==> config.mk <==
export PLATFORM = sky130hd
export DESIGN_NAME = mlp_seq_ctrl_flat
export DESIGN_NICKNAME = d
export VERILOG_FILES = /design/src/rtl/mlp_seq_ctrl_if.sv /design/src/rtl/mlp_seq_ctrl.sv /design/src/flat_wrapper.sv
export SDC_FILE = /design/constraint.sdc
export NUM_CORES = 1
export LEC_CHECK = 0
export ABC_AREA = 1
export BUFFER_PORTS_ARGS = -buffer_cell sky130_fd_sc_hd__buf_2
export CAP_MARGIN = 20
export CORE_MARGIN = 2
export CORE_UTILIZATION = 52
export CTS_BUF_LIST = sky130_fd_sc_hd__clkbuf_16
export CTS_CLUSTER_DIAMETER = 40
export CTS_CLUSTER_SIZE = 28
export DETAILED_ROUTE_END_ITERATION = 8
export GPL_TIMING_DRIVEN = 0
export PLACE_DENSITY = 0.9
export SLEW_MARGIN = 20
export SYNTH_ARGS = -nofsm -noshare
export SYNTH_HDL_FRONTEND = slang
export SYNTH_SLANG_ARGS = --single-unit
==> constraint.sdc <==
create_clock -name clk -period 2.1 [get_ports clk]
set_input_delay 0.42 -clock clk [delete_from_list [all_inputs] [get_ports clk]]
set_output_delay 0.42 -clock clk [all_outputs]
set_load 0.1 [all_outputs]
==> src/rtl/mlp_seq_ctrl_if.sv <==
// AXI-Lite bus bundle between the PS and the MLP sequencer register block.
// Master drives address/data/valids, slave returns readies and responses.
interface mlp_seq_ctrl_if #(
   parameter int ADDR_WIDTH = 4,
   parameter int DATA_WIDTH = 32
);
   logic [ADDR_WIDTH-1:0]   awaddr;
   logic                    awvalid;
   logic                    awready;
   logic [DATA_WIDTH-1:0]   wdata;
   logic [DATA_WIDTH/8-1:0] wstrb;
   logic                    wvalid;
   logic                    wready;
   logic [1:0]              bresp;
   logic                    bvalid;
   logic                    bready;
   logic [ADDR_WIDTH-1:0]   araddr;
   logic                    arvalid;
   logic                    arready;
   logic [DATA_WIDTH-1:0]   rdata;
   logic [1:0]              rresp;
   logic                    rvalid;
   logic                    rready;

   modport master (
      output awaddr, awvalid, wdata, wstrb, wvalid, bready, araddr, arvalid, rready,
      input  awready, wready, bresp, bvalid, arready, rdata, rresp, rvalid
   );

   modport slave (
      input  awaddr, awvalid, wdata, wstrb, wvalid, bready, araddr, arvalid, rready,
      output awready, wready, bresp, bvalid, arready, rdata, rresp, rvalid
   );
endinterface

==> src/rtl/mlp_seq_ctrl.sv <==
// AXI-Lite configured layer sequencer for the MLP core: gates the stream feed, pulses start, captures the result.
// Optional feature macro: MLP_SEQ_CTRL_IRQ_EN (adds irq_o, CTRL.IRQ_EN and STATUS.done write-1-to-clear).
module mlp_seq_ctrl #(
   parameter int WIDTH                = 16,
   parameter int C_S_AXI_DATA_WIDTH   = 32,
   parameter int C_S_AXI_ADDR_WIDTH   = 4,
   parameter int C_S_AXIS_TDATA_WIDTH = 32
) (
   input  logic                            clk,
   input  logic                            rst_n,
   mlp_seq_ctrl_if.slave                   s_axi,
   input  logic [C_S_AXIS_TDATA_WIDTH-1:0] s_axis_tdata_i,
   input  logic                            s_axis_tvalid_i,
   input  logic                            s_axis_tlast_i,
   output logic                            s_axis_tready_o,
   output logic                            core_start_o,
   output logic [3:0]                      core_layer_o,
   output logic [WIDTH-1:0]                core_data_o,
   output logic                            core_valid_o,
   input  logic                            core_ready_i,
   input  logic                            core_done_i,
   input  logic [WIDTH-1:0]                core_res_i
`ifdef MLP_SEQ_CTRL_IRQ_EN
   ,
   output logic                            irq_o
`endif
);

   typedef enum logic [1:0] {IDLE, LOAD, WAIT, DONE} state_t;

   localparam int EXT = C_S_AXI_DATA_WIDTH - WIDTH;

   state_t                          state_q;
   logic [15:0]                     wordCnt_q, runWords_q, cfgWords_q;
   logic [3:0]                      layer_q, runLayers_q, cfgLayers_q;
   logic                            done_q, tlastErr_q, cfgErr_q, coreStart_q;
   logic [C_S_AXI_DATA_WIDTH-1:0]   result_q, rdata_q, rdata_d;
   logic                            awready_q, bvalid_q, arready_q, rvalid_q;
   logic [C_S_AXI_ADDR_WIDTH-1:0]   wrAddr, rdAddr;
   logic                            wrEn, wrCtrl, wrCfg, wrStatus, startCmd, softRst, doneClr;
   logic                            inLoad, xfer, lastWord;
   logic                            unusedOk;

   assign wrAddr   = s_axi.awaddr;
   assign rdAddr   = s_axi.araddr;
   assign wrEn     = awready_q;
   assign wrCtrl   = wrEn && (wrAddr[3:2] == 2'd0);
   assign wrCfg    = wrEn && (wrAddr[3:2] == 2'd1);
   assign wrStatus = wrEn && (wrAddr[3:2] == 2'd2);
   assign startCmd = wrCtrl & s_axi.wdata[0];
   assign softRst  = wrCtrl & s_axi.wdata[1];

   assign inLoad   = (state_q == LOAD);
   assign xfer     = inLoad & s_axis_tvalid_i & core_ready_i;
   assign lastWord = (wordCnt_q == runWords_q - 16'd1);

   assign s_axis_tready_o = core_ready_i & inLoad;
   assign core_valid_o    = s_axis_tvalid_i & inLoad;
   assign core_data_o     = s_axis_tdata_i[WIDTH-1:0];
   assign core_start_o    = coreStart_q;
   assign core_layer_o    = layer_q;

   assign s_axi.awready = awready_q;
   assign s_axi.wready  = awready_q;
   assign s_axi.bresp   = 2'b00;
   assign s_axi.bvalid  = bvalid_q;
   assign s_axi.arready = arready_q;
   assign s_axi.rdata   = rdata_q;
   assign s_axi.rresp   = 2'b00;
   assign s_axi.rvalid  = rvalid_q;

   assign unusedOk = ^{s_axi.wstrb, s_axi.wdata, wrAddr, rdAddr, s_axis_tdata_i, wrStatus};

`ifdef MLP_SEQ_CTRL_IRQ_EN
   logic irqEn_q, irq_q;
   assign doneClr = wrStatus & s_axi.wdata[1];
   assign irq_o   = irq_q;

   always_ff @(posedge clk or negedge rst_n) begin
      if (!rst_n) begin
         irqEn_q <= 1'b0;
         irq_q   <= 1'b0;
      end else begin
         if (wrCtrl) irqEn_q <= s_axi.wdata[2];
         irq_q <= done_q & irqEn_q;
      end
   end
`else
   assign doneClr = 1'b0;
`endif

   // Read data is sampled in the arready cycle so a response reflects the registers at acceptance.
   always_comb begin
      rdata_d = '0;
      case (rdAddr[3:2])
         2'd0: begin
`ifdef MLP_SEQ_CTRL_IRQ_EN
            rdata_d[2] = irqEn_q;
`endif
         end
         2'd1: begin
            rdata_d[15:0]  = cfgWords_q;
            rdata_d[19:16] = cfgLayers_q;
         end
         2'd2: begin
            rdata_d[0]    = (state_q != IDLE);
            rdata_d[1]    = done_q;
            rdata_d[2]    = tlastErr_q;
            rdata_d[3]    = cfgErr_q;
            rdata_d[11:8] = layer_q;
         end
         default: rdata_d = result_q;
      endcase
   end

   always_ff @(posedge clk or negedge rst_n) begin
      if (!rst_n) begin
         awready_q   <= 1'b0;
         bvalid_q    <= 1'b0;
         arready_q   <= 1'b0;
         rvalid_q    <= 1'b0;
         rdata_q     <= '0;
         cfgWords_q  <= '0;
         cfgLayers_q <= '0;
      end else begin
         awready_q <= s_axi.awvalid & s_axi.wvalid & ~bvalid_q & ~awready_q;
         if (awready_q)         bvalid_q <= 1'b1;
         else if (s_axi.bready) bvalid_q <= 1'b0;
         arready_q <= s_axi.arvalid & ~rvalid_q & ~arready_q;
         if (arready_q) begin
            rvalid_q <= 1'b1;
            rdata_q  <= rdata_d;
         end else if (s_axi.rready) begin
            rvalid_q <= 1'b0;
         end
         if (wrCfg) begin
            cfgWords_q  <= s_axi.wdata[15:0];
            cfgLayers_q <= s_axi.wdata[19:16];
         end
      end
   end

   // Run limits are latched at START so CFG writes during a run only affect the next one.
   always_ff @(posedge clk or negedge rst_n) begin
      if (!rst_n) begin
         state_q     <= IDLE;
         wordCnt_q   <= '0;
         layer_q     <= '0;
         runWords_q  <= '0;
         runLayers_q <= '0;
         done_q      <= 1'b0;
         tlastErr_q  <= 1'b0;
         cfgErr_q    <= 1'b0;
         result_q    <= '0;
         coreStart_q <= 1'b0;
      end else if (softRst) begin
         state_q     <= IDLE;
         wordCnt_q   <= '0;
         layer_q     <= '0;
         done_q      <= 1'b0;
         tlastErr_q  <= 1'b0;
         cfgErr_q    <= 1'b0;
         result_q    <= '0;
         coreStart_q <= 1'b0;
      end else begin
         coreStart_q <= 1'b0;
         if (doneClr) done_q <= 1'b0;
         case (state_q)
            IDLE: begin
               if (startCmd) begin
                  if (cfgWords_q != 16'd0 && cfgLayers_q != 4'd0) begin
                     state_q     <= LOAD;
                     coreStart_q <= 1'b1;
                     runWords_q  <= cfgWords_q;
                     runLayers_q <= cfgLayers_q;
                     wordCnt_q   <= '0;
                     layer_q     <= '0;
                     done_q      <= 1'b0;
                     tlastErr_q  <= 1'b0;
                     cfgErr_q    <= 1'b0;
                  end else begin
                     cfgErr_q <= 1'b1;
                  end
               end
            end
            LOAD: begin
               if (xfer) begin
                  if (s_axis_tlast_i != lastWord) tlastErr_q <= 1'b1;
                  if (lastWord) begin
                     wordCnt_q <= '0;
                     state_q   <= WAIT;
                  end else begin
                     wordCnt_q <= wordCnt_q + 16'd1;
                  end
               end
            end
            WAIT: begin
               if (core_done_i) begin
                  if (layer_q == runLayers_q - 4'd1) begin
                     result_q <= {{EXT{core_res_i[WIDTH-1]}}, core_res_i};
                     state_q  <= DONE;
                  end else begin
                     layer_q     <= layer_q + 4'd1;
                     coreStart_q <= 1'b1;
                     state_q     <= LOAD;
                  end
               end
            end
            DONE: begin
               done_q  <= 1'b1;
               state_q <= IDLE;
            end
            default: state_q <= IDLE;
         endcase
      end
   end

endmodule

==> src/flat_wrapper.sv <==
// flat-port wrapper written by rule: the top's interface ports become plain ports
module mlp_seq_ctrl_flat 
#(
   parameter int WIDTH                = 16,
   parameter int C_S_AXI_DATA_WIDTH   = 32,
   parameter int C_S_AXI_ADDR_WIDTH   = 4,
   parameter int C_S_AXIS_TDATA_WIDTH = 32
)
  (clk, rst_n, s_axis_tdata_i, s_axis_tvalid_i, s_axis_tlast_i, s_axis_tready_o, core_start_o, core_layer_o, core_data_o, core_valid_o, core_ready_i, core_done_i, core_res_i, s_axi_awaddr, s_axi_awvalid, s_axi_wdata, s_axi_wstrb, s_axi_wvalid, s_axi_bready, s_axi_araddr, s_axi_arvalid, s_axi_rready, s_axi_awready, s_axi_wready, s_axi_bresp, s_axi_bvalid, s_axi_arready, s_axi_rdata, s_axi_rresp, s_axi_rvalid);
  mlp_seq_ctrl_if #(.ADDR_WIDTH(4), .DATA_WIDTH(32)) s_axi_i ();
  input  logic clk;
  input  logic rst_n;
  input  logic [C_S_AXIS_TDATA_WIDTH-1:0] s_axis_tdata_i;
  input  logic s_axis_tvalid_i;
  input  logic s_axis_tlast_i;
  output logic s_axis_tready_o;
  output logic core_start_o;
  output logic [3:0] core_layer_o;
  output logic [WIDTH-1:0] core_data_o;
  output logic core_valid_o;
  input  logic core_ready_i;
  input  logic core_done_i;
  input  logic [WIDTH-1:0] core_res_i;
  input wire logic [$bits(s_axi_i.awaddr)-1:0] s_axi_awaddr;
  input wire logic [$bits(s_axi_i.awvalid)-1:0] s_axi_awvalid;
  input wire logic [$bits(s_axi_i.wdata)-1:0] s_axi_wdata;
  input wire logic [$bits(s_axi_i.wstrb)-1:0] s_axi_wstrb;
  input wire logic [$bits(s_axi_i.wvalid)-1:0] s_axi_wvalid;
  input wire logic [$bits(s_axi_i.bready)-1:0] s_axi_bready;
  input wire logic [$bits(s_axi_i.araddr)-1:0] s_axi_araddr;
  input wire logic [$bits(s_axi_i.arvalid)-1:0] s_axi_arvalid;
  input wire logic [$bits(s_axi_i.rready)-1:0] s_axi_rready;
  output wire logic [$bits(s_axi_i.awready)-1:0] s_axi_awready;
  output wire logic [$bits(s_axi_i.wready)-1:0] s_axi_wready;
  output wire logic [$bits(s_axi_i.bresp)-1:0] s_axi_bresp;
  output wire logic [$bits(s_axi_i.bvalid)-1:0] s_axi_bvalid;
  output wire logic [$bits(s_axi_i.arready)-1:0] s_axi_arready;
  output wire logic [$bits(s_axi_i.rdata)-1:0] s_axi_rdata;
  output wire logic [$bits(s_axi_i.rresp)-1:0] s_axi_rresp;
  output wire logic [$bits(s_axi_i.rvalid)-1:0] s_axi_rvalid;
  assign s_axi_i.awaddr = s_axi_awaddr;
  assign s_axi_i.awvalid = s_axi_awvalid;
  assign s_axi_i.wdata = s_axi_wdata;
  assign s_axi_i.wstrb = s_axi_wstrb;
  assign s_axi_i.wvalid = s_axi_wvalid;
  assign s_axi_i.bready = s_axi_bready;
  assign s_axi_i.araddr = s_axi_araddr;
  assign s_axi_i.arvalid = s_axi_arvalid;
  assign s_axi_i.rready = s_axi_rready;
  assign s_axi_awready = s_axi_i.awready;
  assign s_axi_wready = s_axi_i.wready;
  assign s_axi_bresp = s_axi_i.bresp;
  assign s_axi_bvalid = s_axi_i.bvalid;
  assign s_axi_arready = s_axi_i.arready;
  assign s_axi_rdata = s_axi_i.rdata;
  assign s_axi_rresp = s_axi_i.rresp;
  assign s_axi_rvalid = s_axi_i.rvalid;
  mlp_seq_ctrl #(.WIDTH(WIDTH), .C_S_AXI_DATA_WIDTH(C_S_AXI_DATA_WIDTH), .C_S_AXI_ADDR_WIDTH(C_S_AXI_ADDR_WIDTH), .C_S_AXIS_TDATA_WIDTH(C_S_AXIS_TDATA_WIDTH)) u_core (.clk(clk), .rst_n(rst_n), .s_axi(s_axi_i), .s_axis_tdata_i(s_axis_tdata_i), .s_axis_tvalid_i(s_axis_tvalid_i), .s_axis_tlast_i(s_axis_tlast_i), .s_axis_tready_o(s_axis_tready_o), .core_start_o(core_start_o), .core_layer_o(core_layer_o), .core_data_o(core_data_o), .core_valid_o(core_valid_o), .core_ready_i(core_ready_i), .core_done_i(core_done_i), .core_res_i(core_res_i));
endmodule
==> metrics <==
CP Max Fanout 5; starting density of the core 0.5308; nets@finish 994; post-synth cell types 38; fraction of layout cells with a size suffix above 1 0.2736; Top FF cell, synth dfrtp_1; CP required 2.34 ns; Skew-Pair Late Insertion Delay 0.36 ns; Place WS -0.1989 ns; # fillers between 800 and 900; Mapped Cells 740; DR pass1 iterations 5; most frequent cells in the layout 146 x nand2_1, 110 x buf_2, 96 x dfrtp_1; final slew viol count 0; largest net degree at the start of global routing between 80 and 90; power per cell area approximately 1600 nW/um^2; P_leak 3.654 nW; WL final ~16000 um; Total Power 11.45 mW; post-synthesis sequential area ratio 0.4653; Setup CP Type reg -> reg; RSZ-0062 raised after global routing true; yosys warns 0; final worst setup slack -0.1939 ns; failing checks negative setup slack; most common cell after layout, fill and taps aside nand2_1; Worst VDD drop around 0.0015 V; CTS sink cnt 107; DP HPWL around 10000 um; Die X-Extent between 100 and 150 um; Cell Area, Synth between 5000 and 6000 sq um; Post-synth EDFFs 0; placed cells between 900 and 1000; routability cong. 0.8792; drt wl/cell between 15 and 20 um; Area Overhead vs Synth 23.96%; Slew headroom 0.6566; fin area about 7100 sq um; via count 5761; DP Area between 6000 and 7000 sq um; total core area 10840 sq um; Final ANT Viol Nets 0; CTS root buffer clkbuf_16; clock skew 0.009682 ns; CP Launch Type register; status finished, violations left; CTS Buf Count 9; ANT cells 0; Cell Count, Final, Fillers Out ~1000; initial antenna violation count 0; vias in the first global route between 5000 and 6000; IO buf count 110; Hold WS 0.2471 ns; Final Setup Violations 19; fin crit share 1.092; Total GRT Usage 0.2585; Fin. Hold Viols 0; Reg clk slew, reported paths about 0.08 ns; CP endpoint kind register; Tmin final approximately 2.3 ns; die span in y between 100 and 150 um; CTS tree done; FF+latch count, synth ~110; worst min path class in -> reg; DRC Markers 0; fmax 0.4359 GHz; # Max-Cap Violations 0; row count 38; Tightest Pin Transition around 0.5 ns; asr flop ratio synth 1.000; post-layout util 0.6580; CTS max path bufs 2; GRT overflow 0; Setup TNS Final -3.042 ns; Arr. time, crit path 2.54 ns; H-tree depth 3; syn avg cell area approximately 7.8 sq um; first-pass GRT wire length ~24000 um; Via-to-Cell Ratio about 5.6; Die Area ~12000 sq um; I/O pins around 170; initial drt markers 669
==> area by class of cell <==
| class | count | area [sq um] | area share |
|---|---|---|---|
| clock buffers | 9 | 225.2 | 0.03157 |
| multi-input cells | 489 | 2554 | 0.3580 |
| flip-flops and latches | 107 | 2691 | 0.3773 |
| clock inverters | 7 | 60.06 | 0.008420 |
| repair buffers | 129 | 728.2 | 0.1021 |
| plain buffers | 50 | 330.3 | 0.04631 |
| well taps | 140 | 175.2 | 0.02456 |
| inverters | 97 | 369.1 | 0.05175 |
==> power by group <==
group          switching, mW  internal [mW]  total (mW)
logic                   4.74           1.69        6.43
registers              0.608           2.73        3.34
clock network          0.851          0.830        1.68
==> sequential cells by signal, indices dropped and copies added, names as in the netlist, 4 cells and up <==
name	count
u_core.cfgWords_q	16
u_core.core_layer_o	4
u_core.runWords_q	16
u_core.result_q	16
u_core.wordCnt_q	16
u_core.s_axi.rdata	21
u_core.runLayers_q	4
u_core.cfgLayers_q	4
==> final timing paths <==
path	startpoint	slack, ns	to	cells past startpoint
setup / recovery	u_core.runWords_q[2]$_DFFE_PN0P_	-0.19	u_core.wordCnt_q[10]$_DFFE_PN0P_	14
hold / removal	s_axi_rready	0.25	u_core.s_axi.rvalid$_DFFE_PN0P_	2
setup reg to reg	u_core.runWords_q[2]$_DFFE_PN0P_	-0.19	u_core.wordCnt_q[10]$_DFFE_PN0P_	14
hold reg to reg	u_core.s_axi.rvalid$_DFFE_PN0P_	0.45	u_core.s_axi.arready$_DFF_PN0_	1
max in group asynchronous	rst_n	0.93	u_core.runWords_q[5]$_DFFE_PN0P_	3
min in group asynchronous	rst_n	0.48	u_core.core_layer_o[2]$_DFFE_PN0P_	2
==> cell usage after synthesis (2+ instances only) <==
cell / count / area [sq um]
o21ai_1: 3 / 15.01
nand3_1: 40 / 200.2
xnor2_1: 7 / 61.31
nor2_4: 2 / 22.52
nand2_1: 152 / 570.6
inv_2: 5 / 18.77
a21oi_1: 43 / 215.2
o21ai_0: 57 / 285.3
a31oi_1: 7 / 43.79
nor4_1: 2 / 12.51
nor2_2: 5 / 31.28
clkbuf_1: 14 / 52.55
o21bai_1: 3 / 22.52
or2_2: 4 / 25.02
buf_2: 2 / 10.01
inv_1: 92 / 345.3
nand3b_1: 3 / 22.52
xor2_1: 16 / 140.1
ha_1: 8 / 100.1
dfrtp_1: 107 / 2678
nand2_2: 4 / 25.02
nand4_1: 12 / 75.07
nor2_1: 91 / 341.6
buf_4: 32 / 240.2
nor3_1: 8 / 40.04
o22ai_1: 9 / 56.30
==> layer usage <==
| layer | track usage | share of wire | vias up |
|---|---|---|---|
| met1 | 0.3390 | 0.38 | 2688 |
| met5 | 0 | 0 | - |
| met2 | 0.4246 | 0.49 | 372 |
| li1 | - | - | 2621 |
| met3 | 0.05619 | 0.094 | 80 |
| met4 | 0.09132 | 0.042 | 0 |
==> repair_timing <==
item,CTS,global route
endpoints found under the hold margin,25,0
cloned,0,1
endpoints found under the setup margin,24,50
pin swaps,4,16
setup buffers,8,8
hold buffers,1,0
resized for setup,17,48
==> kinds of logic after synthesis <==
| family | Yosys count | synth area share |
|---|---|---|
| flops | 107 | 0.4653 |
| buf+inv | 147 | 0.1185 |
| xor+xnor | 23 | 0.03501 |
| simple gates | 327 | 0.2451 |
| fa+ha+maj | 8 | 0.01740 |
| other cells | 1 | 0.0006517 |
| compound gates | 127 | 0.1181 |
==> critical path, cell delays in order, from the launching register on <==
cell and delay (ns):
dfrtp_2 0.47, nor2_4 0.16, nand2_4 0.09, nor2_4 0.19, buf_4 0.15, nand2_1 0.08
nand3_1 0.16, nand2_1 0.10, nor2_1 0.18, nand3_2 0.15, nand2_4 0.13, nand2_4 0.08
inv_4 0.08, buf_6 0.11, nor2_1 0.05
Power figures use the tool's default switching activity.
